## src/rtl/afifo_pkt_pkg.sv

```systemverilog
// Shared definitions for the async-FIFO packet framer (writer) and deframer (reader):
// FSM states, word tags and the trailer-word layout.
package afifo_pkt_pkg;

    typedef enum logic [1:0] {
        IDLE    = 2'd0,
        PAYLOAD = 2'd1,
        DROP    = 2'd2,
        TRAIL   = 2'd3
    } pkt_state_t;

    localparam logic TAG_PAYLOAD = 1'b0;
    localparam logic TAG_TRAILER = 1'b1;

    // Trailer layout below the tag: length in [TRL_LEN_LSB +: lwidth], truncation flag just above it.
    localparam int TRL_MAX_W   = 64;
    localparam int TRL_LEN_LSB = 0;

    function automatic int trl_trunc_pos(input int lwidth);
        return TRL_LEN_LSB + lwidth;
    endfunction

    function automatic logic [TRL_MAX_W-1:0] pkt_trailer(
        input logic [31:0] len,
        input logic        trunc,
        input int          lwidth
    );
        logic [TRL_MAX_W-1:0] word;
        word = '0;
        for (int i = 0; i < 32; i++) begin
            if (i < lwidth) begin
                word[6'(TRL_LEN_LSB + i)] = len[i];
            end
        end
        word[6'(trl_trunc_pos(lwidth))] = trunc;
        return word;
    endfunction

endpackage

```

## src/rtl/afifo_pkt_writer_sat_counter.sv

```systemverilog
// Saturating up-counter with asynchronous active-high reset; holds at all-ones.
module sat_counter #(
    parameter int WIDTH = 16
) (
    input  logic             clk,
    input  logic             rst,
    input  logic             inc,
    output logic [WIDTH-1:0] count
);

    logic [WIDTH-1:0] count_reg;

    always_ff @(posedge clk or posedge rst) begin
        if (rst) begin
            count_reg <= '0;
        end else if (inc && (count_reg != '1)) begin
            count_reg <= count_reg + 1'b1;
        end
    end

    assign count = count_reg;

endmodule

```

## src/rtl/afifo_pkt_writer.sv

```systemverilog
// Write-side packet framer for the async FIFO: copies payload words and appends a tagged
// length/truncation trailer per packet. Optional counters: define AFIFO_PKT_WRITER_STATS_EN.
module afifo_pkt_writer
    import afifo_pkt_pkg::*;
#(
    parameter int WIDTH  = 32,
    parameter int DEPTH  = 64,
    parameter int MAXLEN = 16
) (
    input  logic                       wr_clk,
    input  logic                       wr_rst,
    input  logic [WIDTH-1:0]           in_data,
    input  logic                       in_valid,
    input  logic                       in_last,
    output logic                       in_ready,
    output logic [WIDTH:0]             fifo_data,
    output logic                       fifo_req,
    input  logic                       fifo_full,
    input  logic [$clog2(DEPTH+1)-1:0] fifo_used,
    output logic [15:0]                stat_pkts,
    output logic [15:0]                stat_trunc
);

    localparam int LWIDTH = $clog2(MAXLEN + 1);
    localparam int FW     = LWIDTH + 2;

    pkt_state_t        state_reg, state_next;
    logic [LWIDTH-1:0] len_reg, len_next;
    logic              trunc_reg, trunc_next;
    logic [FW-1:0]     free;
    logic              admit;

    // Room for a worst-case packet plus its trailer, so a packet is never split by a full FIFO.
    assign free  = FW'(DEPTH) - FW'(fifo_used);
    assign admit = (free >= FW'(MAXLEN + 1));

    always_ff @(posedge wr_clk or posedge wr_rst) begin
        if (wr_rst) begin
            state_reg <= IDLE;
            len_reg   <= '0;
            trunc_reg <= 1'b0;
        end else begin
            state_reg <= state_next;
            len_reg   <= len_next;
            trunc_reg <= trunc_next;
        end
    end

    always_comb begin
        state_next = state_reg;
        len_next   = len_reg;
        trunc_next = trunc_reg;
        in_ready   = 1'b0;
        fifo_req   = 1'b0;
        fifo_data  = '0;
        case (state_reg)
            IDLE: begin
                if (in_valid && admit) begin
                    state_next = PAYLOAD;
                end
            end
            PAYLOAD: begin
                in_ready  = ~fifo_full;
                fifo_data = {TAG_PAYLOAD, in_data};
                if (in_valid && !fifo_full) begin
                    fifo_req = 1'b1;
                    len_next = len_reg + 1'b1;
                    if (in_last) begin
                        state_next = TRAIL;
                    end else if (len_reg == LWIDTH'(MAXLEN - 1)) begin
                        trunc_next = 1'b1;
                        state_next = DROP;
                    end
                end
            end
            DROP: begin
                in_ready = 1'b1;
                if (in_valid && in_last) begin
                    state_next = TRAIL;
                end
            end
            TRAIL: begin
                fifo_data = {TAG_TRAILER, WIDTH'(pkt_trailer(32'(len_reg), trunc_reg, LWIDTH))};
                if (!fifo_full) begin
                    fifo_req   = 1'b1;
                    len_next   = '0;
                    trunc_next = 1'b0;
                    state_next = IDLE;
                end
            end
            default: begin
                state_next = IDLE;
            end
        endcase
    end

`ifdef AFIFO_PKT_WRITER_STATS_EN
    logic trail_write;
    assign trail_write = (state_reg == TRAIL) && !fifo_full;

    sat_counter #(.WIDTH(16)) u_pkts (
        .clk   (wr_clk),
        .rst   (wr_rst),
        .inc   (trail_write),
        .count (stat_pkts)
    );

    sat_counter #(.WIDTH(16)) u_trunc (
        .clk   (wr_clk),
        .rst   (wr_rst),
        .inc   (trail_write && trunc_reg),
        .count (stat_trunc)
    );
`else
    assign stat_pkts  = '0;
    assign stat_trunc = '0;
`endif

endmodule

```

## config.mk

```make
export PLATFORM = sky130hd
export DESIGN_NAME = afifo_pkt_writer
export DESIGN_NICKNAME = d
export VERILOG_FILES = /design/src/rtl/afifo_pkt_pkg.sv /design/src/rtl/afifo_pkt_writer_sat_counter.sv /design/src/rtl/afifo_pkt_writer.sv
export SDC_FILE = /design/constraint.sdc
export NUM_CORES = 1
export LEC_CHECK = 0
export BUFFER_PORTS_ARGS = -buffer_cell sky130_fd_sc_hd__buf_2
export CAP_MARGIN = 20
export CORE_UTILIZATION = 41
export DETAILED_ROUTE_END_ITERATION = 8
export PLACE_DENSITY = 0.87
export SYNTH_ARGS = -nofsm -noshare
export SYNTH_HDL_FRONTEND = slang
export SYNTH_SLANG_ARGS = --single-unit
```

## constraint.sdc

```tcl
create_clock -name wr_clk -period 3.7 [get_ports wr_clk]
set_clock_uncertainty 0.15 [all_clocks]
set_input_delay 0.925 -clock wr_clk [delete_from_list [all_inputs] [get_ports wr_clk]]
set_output_delay 0.925 -clock wr_clk [all_outputs]
set_load 0.05 [all_outputs]
```

## After elaboration in Yosys (flattened, before gate mapping)

Index checks and enable logic that the tools add are counted.
W data, S select, Z words.

- Bits in registers: 8
- Latch bits: 0
- Bits in writable memories: 0
- ROM bits: 0
- Input port bits: 44
- Output and inout port bits: 67
- Memories: 0

- $add $sub $neg: 2
- $mul: 0
- Div/mod/pow operators: 0
- Order comparisons: 1
- Equal/unequal tests: 11
- Shifts and indexed selects: 0
- Mux-type cells: 20
- Bitwise logic cells: 1
- Reduce and logical (&&, ||, !) cells: 9

Operators by type and width:

| operator | count |
|---|---|
| $pmux W33 S2 | 1 |
| $mux W2 | 6 |
| $ne A2 B2 Y1 const B | 6 |
| $mux W5 | 2 |
| $pmux W5 S2 | 1 |
| $reduce_and A5 Y1 | 2 |
| $pmux W2 S4 | 1 |
| $ge A7 B5 Y1 const B | 1 |
| $sub A7 B7 Y7 const A | 1 |
| $mux W1 | 6 |
| $pmux W1 S2 | 3 |
| $add A5 B1 Y5 const B | 1 |
| $eq A5 B4 Y1 const B | 1 |
| $eq A2 B2 Y1 const B | 2 |
| $logic_and A1 B1 Y1 | 3 |
| $ne A3 B3 Y1 const B | 1 |
| $reduce_and A3 Y1 | 1 |
| $eq A2 B1 Y1 const B | 1 |
| $logic_not A2 Y1 | 1 |
| $reduce_bool A2 Y1 | 1 |
| $logic_not A1 Y1 | 1 |
| $not A1 Y1 | 1 |

## Depth between registers and ports, before layout

Gate-level depths: netlist (run 1).

- Word-level depth: 5
- Gate-level depth with buffers: 8
- Mapped depth without buffers: 8

## Worst setup path before layout (run 1)

OpenSTA, ideal clock, no wires.

- Path type: reg-to-output
- Start point: register state_reg[1]
- End point: output fifo_req
- Arrival: 2.005 ns
- Setup slack: 0.620 ns
- Stages on the path, launching flop included: 5
- Cell sequence: dfrtp_1 -> ha_1 -> clkbuf_1 -> a21oi_1 -> nor2_1

- Cells in the longest elaborated chain, start to end: 2
- Elaborated cells between the ends (all ways): 3

RTL lines:

| item | RTL line | source |
|---|---|---|
| start, declared | afifo_pkt_writer.sv:27 | `pkt_state_t state_reg, state_next;` |
| start signal, assigned | afifo_pkt_writer.sv:43 | `state_reg <= state_next;` |
| $eq A2 B2 Y1 / $eq A2 B1 Y1 (equally long branches) | afifo_pkt_writer.sv:56 | `case (state_reg)` |
| $pmux W1 S2 * | afifo_pkt_writer.sv:56 |  |
| end, declared | afifo_pkt_writer.sv:17 | `output logic fifo_req,` |

Mark *: on every way between the ends. The rest lies on a longest branch, timed or not.

## Final worst setup path (run 1)

- Start point: register state_reg[1]
- End point: output in_ready

- Cells in the longest elaborated chain, start to end: 2
- Elaborated cells between the ends (all ways): 3

RTL lines:

| item | RTL line | source |
|---|---|---|
| $eq A2 B2 Y1 / $eq A2 B1 Y1 (equally long branches) | afifo_pkt_writer.sv:56 |  |
| $pmux W1 S2 * | afifo_pkt_writer.sv:56 |  |
| end, declared | afifo_pkt_writer.sv:15 | `output logic in_ready,` |

Marked as above.

==> metrics.csv, run 1 <==
stage,metric,value,unit
finish,n_antenna_cell,0,
floorplan,rows,19,
setup_path,path_cells,inv_1 > ha_1 > buf_4 > nor2b_1 > o21a_1 > buf_2,
synthesis,yosysSeqAreaShare,16.3,%
clock_tree,path_clk_slew,0.07,ns
finish,num-nets-final,285,
timing,finalMaxSlewViolations,0,
detailed_routing,num_vias,1240,
setup_path,cp-start-kind,flop,
synthesis,synth_cells,154,
grt,grt_usage,17.8,%
finish,area_growth,25.8,%
place,hpwlAfterDp,2400,um
setup_path,crit_path_top_delay_cell,dfrtp_1,
clock_tree,cts_buffers,3,
synthesis,synth.area.top_cells,"buf_4, dfrtp_1, and2_1, ha_1, a22o_1",
floorplan,die_x,56.7,um
setup_path,endpoint_kind,output port,
synthesis,synth-edff-count,0,
grt,met1_usage,24.0,%
floorplan,core_area,0.00281,sq mm
setup_path,timing.rr.end,state_reg[0],
synthesis,ys_seq_elements,8,
timing,fin_crit,3.05,ns
place,gp_congestion,0.832,
floorplan,die_h,56.7,um
clock_tree,cts_setup_buffers,0,
place,io_buffer_count,78,
grt,grt_pass1_vias,998,
floorplan,start_util,43.8,%
detailed_routing,drtIter0Drc,52,
synthesis,synthDistinctLibCells,43,
outcome,status,finished with violations,
synthesis,syn-cell-area,0.00123,sq mm
timing,fmax,328,MHz
timing,min_period_over_period,82.3,%
detailed_routing,avgViaCountPerCell,4.75,
grt,grt_max_degree,36,
timing,worstMarginPinSlew,0.586,ns
synthesis,syn_avg_cell_area,7.98,sq um
clock_tree,cts-root-buf,clkbuf_4,
grt,met2_usage,29.6,%
setup_path,worst-r2r-setup-slack,1.46,ns
timing,fin_ws,0.654,ns
pwr,p_leak,0.000906,uW
timing,rsz0062_at_grt,no,
synthesis,netlist.area_leader.share,19.6,%
outcome,violations,design-rule violations,
min_path,min-delay-start,len_reg[4],
clock_tree,cts_buffer_depth,2,
setup_path,r2r_cells,8,
clock_tree,clk_latency,0.26,ns
min_path,min_to,len_reg[4],
finish,fin_cells,261,
run,maxCapViolCount,0,
setup_path,worst_ep_arrival_time,1.97,ns
floorplan,io_pins,111,
clock_tree,hold_buffers,0,
timing,setup_viol,0,
min_path,hp-class,flop to flop,
detailed_routing,drt-total-wl,2960,um
clock_tree,cts_tree,done,
synthesis,yosys_warnings,0,
grt,grt_busiest_layer,met2,
place,dpl_worst_slack,0.785,ns
pwr,power_density,884,mW/mm^2
pwr,ir_drop,580,uV
clock_tree,cts_resized,0,
synthesis,synth_flop_cell,dfrtp_1,
finish,final_layout_size_suffix_gt1_share,37.8,%
synthesis,yosys.area.top_type,buf_4,
timing,slew_headroom,61.0,%
synthesis,async_reset_ff_share,100,%
grt,met3_usage,0.922,%
floorplan,dieArea,0.00322,sq mm
clock_tree,cts_sinks,8,
grt,gr-total-overflow,0,
grt,grt_antenna_before_repair,0,
timing,finalHoldViolCount,0,
detailed_routing,ant_nets,0,
timing,finalSetupTns,0,ns
setup_path,crit_fanout,35,
clock_tree,htreeDepth,1,
setup_path,crit_type,flop to output port,
grt,grt_pass1_wl,4570,um
setup_path,timing.critical_path.slowest_cell_delay,0.43,ns
place,dp_cells,258,
synthesis,yosys-top-cells-count,"buf_4, and2_1, ha_1, inv_1, dfrtp_1",
pwr,power.total,1370,uW
detailed_routing,first_pass_iters,6,
min_path,hold_depth,2,
detailed_routing,wire_per_inst,11.3,um
setup_path,rr_startpoint,state_reg[1],
finish,largest_register_ffs,5,
setup_path,required,2.62,ns
detailed_routing,drc_errors,17,
synthesis,yosysMostFrequentCell,buf_4,
final cells by class:
cell class	count	area (sq um)
clock buffers	3	22.5
fillers	261	1260
inverters	9	33.8
multi-input cells	131	852
flip-flops and latches	8	200
well taps	31	38.8
repair buffers	79	398
how the worst max path moves through the flow:
stage                  from      endpoint  slack (ns)  depth (start not counted)
2_1_floorplan  state_reg[1]      fifo_req        0.62                          4
3_3_place_gp   fifo_used[0]  state_reg[0]        0.88                          7
3_5_place_dp   fifo_used[0]  state_reg[0]        0.78                          7
4_1_cts        state_reg[1]      in_ready        0.65                          6
5_1_grt        state_reg[1]      in_ready        0.49                          6
6_report       state_reg[1]      in_ready        0.65                          6
routing by layer:
layer	share of wire (%)	vias up
met4	0.81	0
met5	0	-
met1	45	552
met3	5.8	4
met2	48	62
li1	-	622
cells by family (layout without fill, tap and decap cells):
| group | after synthesis | in the layout | share of synthesized area [%] |
|---|---|---|---|
| other cells | 1 | 32 | 0.305 |
| flops | 8 | 8 | 16.3 |
| simple gates | 58 | 58 | 30.4 |
| compound gates | 31 | 31 | 19.2 |
| buf+inv | 46 | 91 | 23.8 |
| xor+xnor | 1 | 1 | 0.713 |
| fa+ha+maj | 9 | 9 | 9.17 |
worst max-delay path, delay by kind of cell (launching register included):
family	cells	cell delay, ns
compound gates	1	0.12
fa+ha+maj	1	0.27
buf+inv	3	0.72
flops	1	0.43
simple gates	1	0.17
per-stage QoR:
stage / utilization, % / hold slack [ns] / cell area (sq um)
3_5_place_dp: 54.3 / 0.381 / 1520
5_1_grt: 55.1 / 0.430 / 1550
6_report: 55.1 / 0.382 / 1550
4_1_cts: 55.1 / 0.391 / 1550
3_3_place_gp: 54.3 / 0.352 / 1520
2_1_floorplan: - / 0.321 / 1350
report_power, final:
group | switching, uW | internal [uW] | total [uW]
logic | 830 | 295 | 1130
clock network | 33.5 | 37.3 | 70.8
registers | 45.8 | 124 | 170
cell usage in the layout (no fill, tap or decap), drive strengths merged, types with 2 or more instances in the layout:
master,instances
a21oi,5
a22o,6
a32oi,2
and2,27
and3,2
buf,79
clkbuf,3
conb,32
dfrtp,8
ha,9
inv,9
nand2,6
nand2b,5
nand4,2
nor2,2
nor2b,4
nor4,2
o21ai,4
or4,2
No activity file was read; power rests on OpenSTA's default activity.
==> run 2: changes to the inputs <==
--- a/config.mk
+++ b/config.mk
@@ -7,9 +7,9 @@
 export LEC_CHECK = 0
 export BUFFER_PORTS_ARGS = -buffer_cell sky130_fd_sc_hd__buf_2
 export CAP_MARGIN = 20
-export CORE_UTILIZATION = 41
+export CORE_UTILIZATION = 38
 export DETAILED_ROUTE_END_ITERATION = 8
-export PLACE_DENSITY = 0.87
+export PLACE_DENSITY = 0.82
 export SYNTH_ARGS = -nofsm -noshare
 export SYNTH_HDL_FRONTEND = slang
 export SYNTH_SLANG_ARGS = --single-unit
==> constraint.sdc (replaced) <==
create_clock -name wr_clk -period 2.9 [get_ports wr_clk]
set_clock_uncertainty 0.15 [all_clocks]
set_input_delay 0.725 -clock wr_clk [delete_from_list [all_inputs] [get_ports wr_clk]]
set_output_delay 0.725 -clock wr_clk [all_outputs]
set_load 0.05 [all_outputs]
==> metrics.csv, run 2 (same netlist as run 1, synthesis figures left out) <==
stage,metric,value,unit,change
outcome,status,"finished, final reports clean",,
pwr,ir_drop,694,uV,+20%
timing,min_period_over_period,93.1,%,
finish,num-nets-final,287,,+0.70%
floorplan,start_util,40.2,%,-3.6 points
timing,finalHoldViolCount,0,,unchanged
setup_path,crit_fanout,24,,-31%
grt,grt_pass1_wl,4370,um,-4.4%
pwr,pwr-share-clk,5.2,%,about the same
detailed_routing,ant_nets,0,,unchanged
finish,final_cell_mix,"buf_2, conb_1, and2_1, inv_1",,
clock_tree,htreeDepth,1,,unchanged
place,dp_cells,273,,+5.8%
place,hpwlAfterDp,2430,um,+1.2%
floorplan,dieArea,0.00346,sq mm,+7.6%
clock_tree,cts_buffers,3,,unchanged
timing,fin_ws,0.200,ns,-0.454 ns
floorplan,rows,20,,+1
finish,fin_cells,276,,+5.7%
setup_path,endpoint_kind,output port,,
finish,fill_cells,312,,+20%
grt,grt_pass1_vias,997,,-0.10%
timing,finalSetupTns,0,ns,unchanged
setup_path,crit_type,flop to output port,,
finish,finish.utilization,51.7,%,-3.4 points
place,gp_congestion,0.826,,-0.78%
place,dpl_worst_slack,0.253,ns,-0.532 ns
clock_tree,clk_latency,0.26,ns,about the same
clock_tree,cts_tree,done,,
grt,grt_antenna_before_repair,0,,unchanged
detailed_routing,drtIter0Drc,25,,-52%
finish,area_growth,28.5,%,
finish,final_layout_size_suffix_gt1_share,38.8,%,+0.97 points
floorplan,die_h,58.9,um,+3.7%
pwr,comb_power_share,82.5,%,about the same
clock_tree,cts_setup_buffers,0,,unchanged
pwr,p_leak,0.000914,uW,+0.96%
pwr,intPower,602,uW,+32%
run,maxCapViolCount,0,,unchanged
grt,grt_max_degree,25,,-31%
timing,fin_crit,2.70,ns,
detailed_routing,drc_errors,0,,-17
timing,fmax,370,MHz,
clock_tree,path_clk_slew,0.06,ns,about the same
finish,largest_register_ffs,5,,unchanged
place,io_buffer_count,78,,unchanged
finish,final_common_cell,buf_2,,
pwr,power.total,1760,uW,+29%
floorplan,io_pins,111,,unchanged
setup_path,cp-start-kind,flop,,
grt,grt_usage,16.0,%,-1.8 points
min_path,hp-class,input port to asynchronous set/reset pin,,
timing,setup_viol,0,,unchanged
detailed_routing,drt-total-wl,2910,um,-1.7%
clock_tree,cts_buffer_depth,2,,unchanged
clock_tree,hold_buffers,0,,unchanged
timing,slew_headroom,62.7,%,+1.8 points
grt,gr-total-overflow,0,,unchanged
timing,rsz0062_at_grt,no,,
pwr,p_sw,1160,uW,+27%
clock_tree,cts_sinks,8,,unchanged
detailed_routing,first_pass_iters,4,,-2
pwr,seq_power_share,12.3,%,about the same
floorplan,core_area,0.00305,sq mm,+8.8%
pwr,power_density,1110,mW/mm^2,+26%
floorplan,die_x,58.9,um,+3.7%
setup_path,worst_ep_arrival_time,1.82,ns,-0.15 ns
finish,n_antenna_cell,0,,unchanged
detailed_routing,avgViaCountPerCell,4.43,,-6.7%
detailed_routing,num_vias,1224,,-1.3%
detailed_routing,wire_per_inst,10.6,um,-7.0%
clock_tree,cts-root-buf,clkbuf_4,,
setup_path,required,2.03,ns,-0.59 ns
timing,finalMaxSlewViolations,0,,unchanged
timing,worstMarginPinSlew,0.559,ns,-0.0266 ns
pwr,swShare,65.8,%,-0.83 points
run 2: changes by cell type in the layout (fill, tap and decap cells not counted):
cell,delta
buf_4,+2
ha_1,-1
ha_2,+1
run 2: power by group through the flow:
stage	Sequential, uW	Combinational, uW	Clock, uW
floorplan	200	1200	0
global placement	217	1430	0
detailed placement	218	1450	0
CTS	215	1450	92.2
global route	222	1550	101
finish	216	1450	91.3
run 2: layer usage:
layer / wire (um) / share of wire [%] / GRT usage [%] / up-vias
li1: - / - / - / 630
met1: 1340 / 46 / 23.4 / 539
met2: 1380 / 47 / 24.0 / 51
met3: 152 / 5.2 / 2.64 / 4
met4: 37 / 1.3 / 4.42 / 0
met5: 0 / 0 / 0 / -
run 2: timing repair:
item / in CTS / in global routing
endpoints found under the setup margin: 0 / 1
gates resized for setup: 0 / 1
hold endpoints to repair: 0 / 0
run 2: metrics by stage:
stage / hold WS, ns / instance area (sq um)
floorplan: 0.321 / 1350
global placement: 0.363 / 1550
detailed placement: 0.364 / 1550
CTS: 0.265 / 1580
global route: 0.296 / 1580
finish: 0.253 / 1580
run 2: path summary, 6_finish.rpt:
path / slack (ns) / startpoint / to / cells after the start
setup / recovery: 0.20 / state_reg[1] / fifo_req / 6
min in group wr_clk: 0.38 / len_reg[4] / len_reg[4] / 2
hold reg to reg: 0.38 / len_reg[4] / len_reg[4] / 2
hold / removal: 0.25 / wr_rst / len_reg[1] / 2
setup reg to reg: 0.78 / state_reg[1] / state_reg[1] / 7
max in group asynchronous: 2.10 / wr_rst / len_reg[4] / 2
run 2: final cells by class:
cell class	instances	area, sq um	share of cell area, %
Tap cell	44	55.1	3.49
Clock buffer	3	22.5	1.43
Sequential cell	8	200	12.7
Multi-Input combinational cell	131	855	54.1
Inverter	9	33.8	2.14
Timing Repair Buffer	81	413	26.1
run 2: critical path, cell delays in order (launching register included):
cell	delay (ns)
dfrtp_1	0.44
inv_1	0.16
ha_2	0.27
buf_4	0.25
a21oi_1	0.09
nor2_1	0.10
buf_2	0.26
